### src/rtl/micro_seq_ctrl.sv
`default_nettype none
// ============================================================================
// Module   : micro_seq_ctrl
// Purpose  : Handshaked sequencer for the micro_v decoder with fail lockout.
// Revision : 1.0
// ============================================================================
module micro_seq_ctrl #(
  parameter int SETTLE_CYC = 2,
  parameter int MAX_FAIL   = 3,
  parameter int LOCK_CYC   = 8
) (
  input  logic       i_clk,
  input  logic       i_rst_n,
  input  logic       i_valid,
  input  logic [3:0] i_code,
  output logic       o_ready,
  input  logic       i_unlock,
  output logic       o_en,
  output logic [3:0] o_dec_code,
  input  logic       i_A,
  input  logic       i_L,
  input  logic       i_B,
  output logic       o_done,
  output logic [1:0] o_result,
  output logic       o_locked,
  output logic [3:0] o_fail_cnt
);

  localparam logic [3:0] c_SETTLE_LAST = 4'(SETTLE_CYC - 1);
  localparam logic [3:0] c_MAX_FAIL    = 4'(MAX_FAIL);
  localparam logic [7:0] c_LOCK_LAST   = 8'(LOCK_CYC - 1);

  localparam logic [1:0] c_RES_ERR = 2'b00;
  localparam logic [1:0] c_RES_A   = 2'b01;
  localparam logic [1:0] c_RES_L   = 2'b10;
  localparam logic [1:0] c_RES_B   = 2'b11;

  typedef enum logic [1:0] {
    S_IDLE    = 2'd0,
    S_DRIVE   = 2'd1,
    S_RESULT  = 2'd2,
    S_LOCKOUT = 2'd3
  } state_t;

  state_t     r_state;
  state_t     w_next;
  logic [3:0] r_dec_code;
  logic [3:0] r_settle_cnt;
  logic [7:0] r_lock_cnt;
  logic [3:0] r_fail_cnt;
  logic [1:0] r_result;

  logic       w_accept;
  logic       w_settle_last;
  logic       w_lock_last;
  logic [3:0] w_fail_inc;
  logic       w_fail_hit;
  logic [1:0] w_class;

  assign w_accept      = i_valid && (r_state == S_IDLE);
  assign w_settle_last = (r_settle_cnt == c_SETTLE_LAST);
  assign w_lock_last   = (r_lock_cnt == c_LOCK_LAST);
  assign w_fail_inc    = r_fail_cnt + 4'd1;
  assign w_fail_hit    = (w_fail_inc == c_MAX_FAIL);

  // One-hot flags classify; anything else is a decoder error.
  always_comb begin
    w_class = c_RES_ERR;
    case ({i_A, i_L, i_B})
      3'b100:  w_class = c_RES_A;
      3'b010:  w_class = c_RES_L;
      3'b001:  w_class = c_RES_B;
      default: w_class = c_RES_ERR;
    endcase
  end

  always_ff @(posedge i_clk or negedge i_rst_n) begin
    if (!i_rst_n) begin
      r_state <= S_IDLE;
    end else begin
      r_state <= w_next;
    end
  end

  always_comb begin
    w_next   = r_state;
    o_ready  = 1'b0;
    o_en     = 1'b0;
    o_done   = 1'b0;
    o_locked = 1'b0;
    case (r_state)
      S_IDLE: begin
        o_ready = 1'b1;
        if (i_valid) w_next = S_DRIVE;
      end
      S_DRIVE: begin
        o_en = 1'b1;
        if (w_settle_last) w_next = S_RESULT;
      end
      S_RESULT: begin
        o_done = 1'b1;
        if (i_unlock)                w_next = S_IDLE;
        else if (r_result == c_RES_L) w_next = S_LOCKOUT;
        else if (r_result == c_RES_A) w_next = S_IDLE;
        else if (w_fail_hit)          w_next = S_LOCKOUT;
        else                          w_next = S_IDLE;
      end
      S_LOCKOUT: begin
        o_locked = 1'b1;
        if (i_unlock || w_lock_last) w_next = S_IDLE;
      end
      default: w_next = S_IDLE;
    endcase
  end

  always_ff @(posedge i_clk or negedge i_rst_n) begin
    if (!i_rst_n) begin
      r_dec_code   <= 4'd0;
      r_settle_cnt <= 4'd0;
      r_lock_cnt   <= 8'd0;
      r_result     <= c_RES_ERR;
    end else begin
      if (w_accept) r_dec_code <= i_code;
      r_settle_cnt <= (r_state == S_DRIVE) ? r_settle_cnt + 4'd1 : 4'd0;
      r_lock_cnt   <= (r_state == S_LOCKOUT) ? r_lock_cnt + 8'd1 : 8'd0;
      if ((r_state == S_DRIVE) && w_settle_last) r_result <= w_class;
    end
  end

  // Unlock clears the count in every state; it only ever reaches MAX_FAIL
  // on the way into lockout, which clears it again on exit.
  always_ff @(posedge i_clk or negedge i_rst_n) begin
    if (!i_rst_n) begin
      r_fail_cnt <= 4'd0;
    end else if (i_unlock) begin
      r_fail_cnt <= 4'd0;
    end else if (r_state == S_RESULT) begin
      if ((r_result == c_RES_A) || (r_result == c_RES_L)) r_fail_cnt <= 4'd0;
      else                                                r_fail_cnt <= w_fail_inc;
    end else if ((r_state == S_LOCKOUT) && w_lock_last) begin
      r_fail_cnt <= 4'd0;
    end
  end

  assign o_dec_code = r_dec_code;
  assign o_result   = r_result;
  assign o_fail_cnt = r_fail_cnt;

endmodule
`default_nettype wire

### config.mk
export PLATFORM = sky130hd
export DESIGN_NAME = micro_seq_ctrl
export DESIGN_NICKNAME = d
export VERILOG_FILES = /design/src/rtl/micro_seq_ctrl.sv
export SDC_FILE = /design/constraint.sdc
export NUM_CORES = 1
export LEC_CHECK = 0
export BUFFER_PORTS_ARGS = -buffer_cell sky130_fd_sc_hd__buf_2
export CAP_MARGIN = 30
export CORE_MARGIN = 2
export CORE_UTILIZATION = 53
export DETAILED_ROUTE_END_ITERATION = 10
export HOLD_SLACK_MARGIN = 0.08
export PLACE_DENSITY = 0.75
export SETUP_SLACK_MARGIN = 0.2
export SYNTH_ARGS = -nofsm -noshare
export SYNTH_HDL_FRONTEND = slang
export SYNTH_SLANG_ARGS = --single-unit
export TNS_END_PERCENT = 5
### constraint.sdc
create_clock -name i_clk -period 1.9 [get_ports i_clk]
set_input_delay 0.19 -clock i_clk [delete_from_list [all_inputs] [get_ports i_clk]]
set_output_delay 0.19 -clock i_clk [all_outputs]
set_load 0.01 [all_outputs]
==> impl_summary.txt, run 1 <==
----------------------------------------------------
[Power and ir drop]
  Total power consumption of the routed design ... 1.632 mW
  Int Pwr ... 1.043 mW
  Power per cell area ... 1118 nW/µm²
  Proportion of power drawn by flip-flops and latches ... 46.5%
  Leakage Power ... 0.7111 nW
  P_sw ... 0.5891 mW
  Share of total power in the clock network ... 16.2%
  IR Drop Worst-Case VDD ... 750.0 µV
  Net switching fraction of the power ... 36.09%
  Portion of total power attributed to combinational logic ... 37.3%

[Worst setup path]
  Req. time, crit path ... 2.15 ns
  Data arrival, critical path ... 1.76 ns
  Critical Path Source Type ... flop
  FF-to-FF setup slack ... 0.39 ns
  CP Class ... reg -> reg
  CP endpoint kind ... flop
  Worst-path fanout max ... 4

[Drt]
  Detail-routed net length per standard cell ... 12.70 µm
  Final routed DRC violation total ... 0
  DRT antenna net count ... 0
  Vias after detailed routing ... 932
  DRT iter0 DRCs ... 8
  Detailed-route wire length ... 2248 µm
  Length of the first detailed-routing pass in iterations ... 4
  Detailed-route vias per instance ... 5.266

[Placed design]
  Number of buffer cells added on primary ports ... 24
  Final RePlAce weighted congestion ... 0.7390
  HPWL Detailed ... 1723 µm
  Post-place setup slack ... 0.3343 ns
  Post-Place Cells ... 170

[Synth]
  Most frequent cell after synthesis ... dfrtp_1
  Cells taking the most area after synthesis ... dfrtp_1 (48%), ha_1 (7.1%), xnor2_1 (4.2%), nor2_1 (3.9%), mux2_2 (3.6%)
  Synth Area in Compound Gates ... 9.384%
  Adder-Cell Fraction of Synth Area ... 7.064%
  Post-Syn Area ... 1240 µm²
  Number of flops mapped to enable cells by yosys ... 0
  Mux contribution to synthesized area ... 4.440%
  Number of different library cells in the post-synthesis netlist ... 36
  Flop and latch count out of synthesis ... 24
  Simple-gate share of the synthesized area ... 19.17%
  Synthesized area per cell ... 10.42 µm²
  Number of cells produced by synthesis ... 119
  Yosys warnings ... 0
  Share of the yosys chip area belonging to registers ... 48.44%
  XOR/XNOR share of the synthesized area ... 7.770%
  Area fraction of the dominant cell type after synthesis ... 48.44%
  Synth async-reset ratio ... 100.0%
  Area leader, netlist ... dfrtp_1
  Ranking of synthesized cells by instance count ... dfrtp_1 (24), nor2_1 (13), inv_1 (11)
  Largest family of logic cells by synthesized area ... simple AND/OR/NAND/NOR gates
  Post-synthesis net count ... 137
  Leading register cell type out of synthesis ... dfrtp_1

[Cells and area]
  Antenna diode instance count ... 0
  Non-filler cells in the finished layout ... 177
  Number of fill cells in the layout ... 185
  Synthesis-to-layout area growth ... 17.76%
  Net count of the finished layout ... 168
  Layout cells sized above 1 ... 26.85%

[Min path]
  Worst hold path type ... in -> reg

[Timing]
  Number of pins exceeding their max-slew limit in the final report ... 0
  Peak clock frequency supported by timing ... 0.6636 GHz
  Unrepaired setup endpoints after global routing ... no
  Count of endpoints failing setup in the final report ... 0
  Post-route clock skew ... 0.01293 ns
  Worst Tran Pin Value ... 0.5274 ns
  Max-Slew Margin vs Limit ... 64.84%
  Final clock period utilization by the worst path ... 79.31%
  Smallest setup slack after layout ... 0.3930 ns
  Post-Route Setup TNS ... 0 ns
  Fin crit period ... 1.507 ns
  Final hold violation count ... 0

[Outcome]
  Outcome ... finished clean

[Clock tree]
  Buffer depth of the longest clock path ... 2
  Later-pin clock latency in the skew report ... 0.31 ns
  Number of clock sinks ... 24
  Clock tree root driver cell ... clkbuf_4
  Clk slew on worst S/H paths ... 0.13 ns
  CTS H-Tree Depth ... 1
  Number of CTS-inserted buffers ... 3
  TritonCTS clock tree ... yes

[Floorplanning]
  Standard cell core area ... 2212 µm²
  Die width ... 52.37 µm
  Count of boundary I/O pins ... 25
  Vertical die dimension ... 52.37 µm
  Number of placement rows ... 17
  Die area ... 2743 µm²
  Starting utilization of the core area ... 56.05%

[Global route]
  Wire length of the first global-routing pass ... 3919 µm
  Total routing resource utilization after global routing ... 19.23%
  Initial antenna violation count ... 0
  Grt ovf ... 0
  Largest net degree at the start of global routing ... 25
  Vias in the first global route ... 953

[Job]
  Max-cap violation count ... 0

----------------------------------------------------
logic make-up after synthesis:
kind of cell             count (synthesis)
buffers and inverters                   12
flip-flops                              24
XOR/XNOR                                11
AND/OR/NAND/NOR                         44
AO/OA/AOI/OAI                           16
multiplexers                             5
adder cells (fa/ha/maj)                  7
worst paths after layout:
kind                                         start                   endpoint  cells after the start
hold reg to reg            r_lock_cnt[0]$_DFF_PN0_    r_lock_cnt[0]$_DFF_PN0_                      1
setup reg to reg           r_lock_cnt[0]$_DFF_PN0_  o_fail_cnt[3]$_DFFE_PN0P_                      5
min in group asynchronous                  i_rst_n    r_lock_cnt[2]$_DFF_PN0_                      2
setup / recovery           r_lock_cnt[0]$_DFF_PN0_  o_fail_cnt[3]$_DFFE_PN0P_                      5
hold / removal                           i_code[0]  o_dec_code[0]$_DFFE_PN0P_                      2
max in group asynchronous                  i_rst_n     r_state[1]$_DFFE_PN0P_                      2
state kept, by name, summed over array words and instances, names as in the netlist:
signal,cells
o_fail_cnt,4
r_lock_cnt,8
r_settle_cnt,4
r_state,2
o_result,2
o_dec_code,4
through the flow:
stage / cell area, µm² / utilization [%] / hold slack (ns)
2_1_floorplan: 1240 / - / -0.1056
3_3_place_gp: 1390 / 62.84 / 0.1931
3_5_place_dp: 1390 / 62.84 / 0.2034
4_1_cts: 1456 / 65.84 / 0.09140
5_1_grt: 1460 / 66.01 / 0.09770
6_report: 1460 / 66.01 / 0.1014
metal layers:
metal / wire (µm) / part of all wire [%] / global-route usage, % / vias up
met3: 54 / 2.4 / 2.571 / 2
met4: 13 / 0.58 / 7.692 / 0
met1: 978 / 44 / 22.08 / 454
li1: - / - / - / 464
met5: 0 / 0 / 0 / -
met2: 1200 / 53 / 35.42 / 12
cell type report:
type | count | area, µm² | share of cell area [%]
Multi-Input combinational cell | 83 | 596.8 | 40.87
Tap cell | 28 | 35.03 | 2.399
Inverter | 11 | 41.29 | 2.828
Timing Repair Buffer | 27 | 150.1 | 10.28
Sequential cell | 24 | 600.6 | 41.13
Clock buffer | 4 | 36.28 | 2.485
worst max-delay path, cell delays in order (launching register included):
cell and delay [ns]:
dfrtp_1 0.42, ha_1 0.25, and4bb_2 0.26, a21boi_0 0.23, o21bai_2 0.13, o22ai_1 0.15
layout by cell type (no fill, tap or decap), drive strengths merged, types with 2 or more instances in the layout:
master,count
buf,24
dfrtp,24
nor2,13
inv,11
nand2,7
ha,7
nand3,6
xnor2,6
xor2,5
mux2,4
clkbuf,4
o31ai,3
nor3,3
dlygate4sd3,3
and3,3
a21boi,2
o22ai,2
nor2b,2
a22oi,2
nand2b,2
or3b,2
o21ai,2
power by group through the flow:
stage / Clock (mW) / Sequential [mW] / Combinational (mW)
after floorplan: 0 / 0.763 / 0.399
after detailed placement: 0 / 0.770 / 0.608
after global placement: 0 / 0.762 / 0.587
after global routing: 0.295 / 0.788 / 0.697
after CTS: 0.276 / 0.761 / 0.615
final: 0.264 / 0.760 / 0.608
what timing repair did:
item                                   in CTS  in global routing
gates resized for setup                     0                  1
setup endpoints to repair                   0                  1
setup buffers                               0                  0
endpoints found under the hold margin      26                  0
hold buffers                                3                  0
Note: power is estimated with default switching activity, not from simulation.
==> run 2, diff against run 1 <==
--- a/config.mk
+++ b/config.mk
@@ -5,6 +5,7 @@
 export SDC_FILE = /design/constraint.sdc
 export NUM_CORES = 1
 export LEC_CHECK = 0
+export ABC_AREA = 1
 export BUFFER_PORTS_ARGS = -buffer_cell sky130_fd_sc_hd__buf_2
 export CAP_MARGIN = 30
 export CORE_MARGIN = 2
==> constraint.sdc (replaced) <==
create_clock -name i_clk -period 1.4 [get_ports i_clk]
set_input_delay 0.14 -clock i_clk [delete_from_list [all_inputs] [get_ports i_clk]]
set_output_delay 0.14 -clock i_clk [all_outputs]
set_load 0.01 [all_outputs]
==> run 2 against run 1 <==
  * Combinational power grew 120%
  * Utilization grew 7.9 points
  * Sequential power grew 31%
  * Clock power grew 40%
  * Synthesized cell count grew 19%
  * Sequential cell count is the same
  * Routed wire length grew 6.1%
  * Critical endpoint is now o_ready
  * Highest routed layer unchanged
==> impl_summary.txt, run 2 <==
----------------------------------------------------
[Floorplanning]
  Number of placement rows ... 17 (unchanged)
  Die width ... 52.37 µm (unchanged)
  Standard cell core area ... 2212 µm² (unchanged)
  Die area ... 2743 µm² (unchanged)
  Count of boundary I/O pins ... 25 (unchanged)
  Starting utilization of the core area ... 56.05% (unchanged)
  Vertical die dimension ... 52.37 µm (unchanged)

[Power and ir drop]
  IR Drop Worst-Case VDD ... 1267 µV (+69%)
  Leakage Power ... 0.8040 nW (+13%)
  Power per cell area ... 1636 nW/µm² (+46%)

[Drt]
  Vias after detailed routing ... 1,077 (+16%)
  DRT antenna net count ... 0 (unchanged)
  Length of the first detailed-routing pass in iterations ... 4 (unchanged)
  DRT iter0 DRCs ... 25 (+17)
  Detail-routed net length per standard cell ... 11.15 µm (-12%)
  Detailed-route vias per instance ... 5.033 (-4.4%)
  Detailed-route wire length ... 2386 µm (+6.1%)
  Final routed DRC violation total ... 0 (unchanged)

[Synth]
  Share of the yosys chip area belonging to registers ... 48.44% (unchanged)
  Area fraction of the dominant cell type after synthesis ... 48.44% (unchanged)
  Number of different library cells in the post-synthesis netlist ... 20 (-44%)
  Synthesized area per cell ... 8.732 µm² (-16%)
  Ranking of synthesized cells by instance count ... dfrtp_1 (24), inv_1 (22), nand2_1 (22)
  Synth async-reset ratio ... 100.0% (unchanged)
  Most frequent cell after synthesis ... dfrtp_1
  Number of flops mapped to enable cells by yosys ... 0 (unchanged)
  Leading register cell type out of synthesis ... dfrtp_1
  Post-Syn Area ... 1240 µm² (unchanged)
  Flop and latch count out of synthesis ... 24 (unchanged)
  Number of cells produced by synthesis ... 142 (+19%)
  Area leader, netlist ... dfrtp_1
  Yosys warnings ... 0 (unchanged)
  Post-synthesis net count ... 160 (+17%)
  Cells taking the most area after synthesis ... dfrtp_1 (48%), ha_1 (7.1%), inv_1 (6.7%), nand2_1 (6.7%), nor2_1 (6.1%)

[Worst setup path]
  Data arrival, critical path ... 1.15 ns (-0.61 ns)
  Req. time, crit path ... 1.26 ns (-0.89 ns)
  CP endpoint kind ... primary output
  Critical Path Source Type ... flop
  Worst-path fanout max ... 3 (-1)
  CP Class ... reg -> out

[Cells and area]
  Fin util ... 73.87% (+7.9 points)
  Number of flip-flops in the largest register ... 8 (unchanged)
  Antenna diode instance count ... 0 (unchanged)
  Synthesis-to-layout area growth ... 31.79%
  Register ranked first by flip-flop count ... r_lock_cnt
  Most frequent cells in the layout ... dfrtp_1 (23), buf_2 (21), inv_1 (20), nand2_1 (18), nor2_1 (18)
  Number of fill cells in the layout ... 163 (-12%)
  Net count of the finished layout ... 205 (+22%)
  Layout cells sized above 1 ... 35.48% (+8.6 points)
  Most common library cell in the layout ignoring fill and taps ... dfrtp_1

[Timing]
  Post-Route Setup TNS ... 0 ns (unchanged)
  Count of endpoints failing setup in the final report ... 0 (unchanged)
  Max-Slew Margin vs Limit ... 64.53% (-0.31 points)
  Number of pins exceeding their max-slew limit in the final report ... 0 (unchanged)
  Final clock period utilization by the worst path ... 92.14%
  Fin crit period ... 1.290 ns
  Worst Tran Pin Value ... 0.5321 ns (+0.004663 ns)
  Unrepaired setup endpoints after global routing ... yes
  Post-route clock skew ... 0.006953 ns (-0.005979 ns)
  Peak clock frequency supported by timing ... 0.7752 GHz
  Final hold violation count ... 0 (unchanged)

[Placed design]
  HPWL Detailed ... 1689 µm (-2.0%)
  Number of buffer cells added on primary ports ... 24 (unchanged)
  Final RePlAce weighted congestion ... 0.7105 (-3.9%)

[Clock tree]
  Clk slew on worst S/H paths ... 0.13 ns (about the same)
  Number of CTS-inserted buffers ... 3 (unchanged)
  Buffer depth of the longest clock path ... 2 (unchanged)
  Number of clock sinks ... 24 (unchanged)
  TritonCTS clock tree ... yes
  Later-pin clock latency in the skew report ... 0.32 ns (about the same)
  CTS H-Tree Depth ... 1 (unchanged)
  Clock tree root driver cell ... clkbuf_4

[Job]
  Max-cap violation count ... 0 (unchanged)

[Global route]
  Largest net degree at the start of global routing ... 25 (unchanged)
  Grt ovf ... 0 (unchanged)
  Vias in the first global route ... 988 (+3.7%)
  Total routing resource utilization after global routing ... 19.39% (+0.17 points)
  Wire length of the first global-routing pass ... 3850 µm (-1.8%)
  Initial antenna violation count ... 0 (unchanged)

[Outcome]
  Outcome ... finished clean

[Min path]
  Worst hold path type ... in -> reg

----------------------------------------------------
[run 2: cell types whose count changed in the layout (fill, tap and decap cells not counted), moves of 7 or more]
| cell | delta |
|---|---|
| nand2_1 | +11 |
| buf_4 | +9 |
| inv_1 | +9 |
| o21ai_0 | +8 |
| a21oi_1 | +7 |
[run 2: worst paths after layout]
kind / from / to / slack [ns] / depth (start not counted)
max: r_state[1]$_DFFE_PN0P_ / o_ready / 0.11 / 4
min: i_L / o_result[1]$_DFFE_PN0P_ / 0.1 / 3
max reg2reg: r_lock_cnt[1]$_DFF_PN0_ / r_state[1]$_DFFE_PN0P_ / 0.12 / 6
min reg2reg: r_settle_cnt[0]$_DFF_PN0_ / r_settle_cnt[0]$_DFF_PN0_ / 0.51 / 1
max in group asynchronous: i_rst_n / o_fail_cnt[1]$_DFFE_PN0P_ / 0.70 / 2
min in group asynchronous: i_rst_n / o_fail_cnt[2]$_DFFE_PN0P_ / 0.31 / 2
[run 2: routing by layer]
layer,vias to the layer above,GRT usage (%),part of all wire (%)
li1,539,-,-
met1,504,21.34,43
met2,27,35.63,50
met3,7,2.571,4.1
met4,0,10.26,2.9
met5,-,0,0
[run 2: cell families after synthesis]
kind of cell	share of synthesized area (%)
flip-flops	48.44
AO/OA/AOI/OAI	10.29
adder cells (fa/ha/maj)	7.063
AND/OR/NAND/NOR	21.59
buffers and inverters	7.568
XOR/XNOR	1.413
multiplexers	3.632
[run 2: critical path, cell delays in order (launching register included)]
cell and delay, ns:
dfrtp_1 0.45, inv_2 0.13, nand2_2 0.07, inv_2 0.08, buf_6 0.10
[run 2: report_power, final]
part           switching [mW]  total [mW]  internal [mW]
clock network           0.211       0.370          0.159
logic                   0.670        1.31          0.641
registers               0.128       0.993          0.864
[run 2: area by class of cell]
class / instances / area (µm²) / area share [%]
timing repair buffer: 40 / 279.0 / 17.08
inverter: 25 / 93.84 / 5.743
sequential: 24 / 601.8 / 36.83
multi-input combinational: 93 / 588.1 / 35.99
tap: 28 / 35.03 / 2.144
clock buffer: 4 / 36.28 / 2.221
[run 2: repair_timing]
action	CTS	global route
setup buffers	10	1
hold buffers	5	0
setup endpoints to repair	15	19
pin swaps	3	5
gates resized for setup	15	7
endpoints found under the hold margin	28	0
[run 2: per-stage QoR]
step / total power, mW / cells / hold WS [ns] / setup slack (ns) / cell area [µm²]
2_1_floorplan: 1.661 / 142 / -0.1556 / 0.2160 / 1245
3_3_place_gp: 1.917 / 194 / 0.1437 / 0.1299 / 1400
3_5_place_dp: 1.967 / 194 / 0.1499 / 0.07144 / 1400
4_1_cts: 2.638 / 213 / 0.09513 / 0.1252 / 1613
5_1_grt: 2.857 / 214 / 0.1203 / 0.05300 / 1634
6_report: 2.674 / 214 / 0.09760 / 0.1100 / 1634
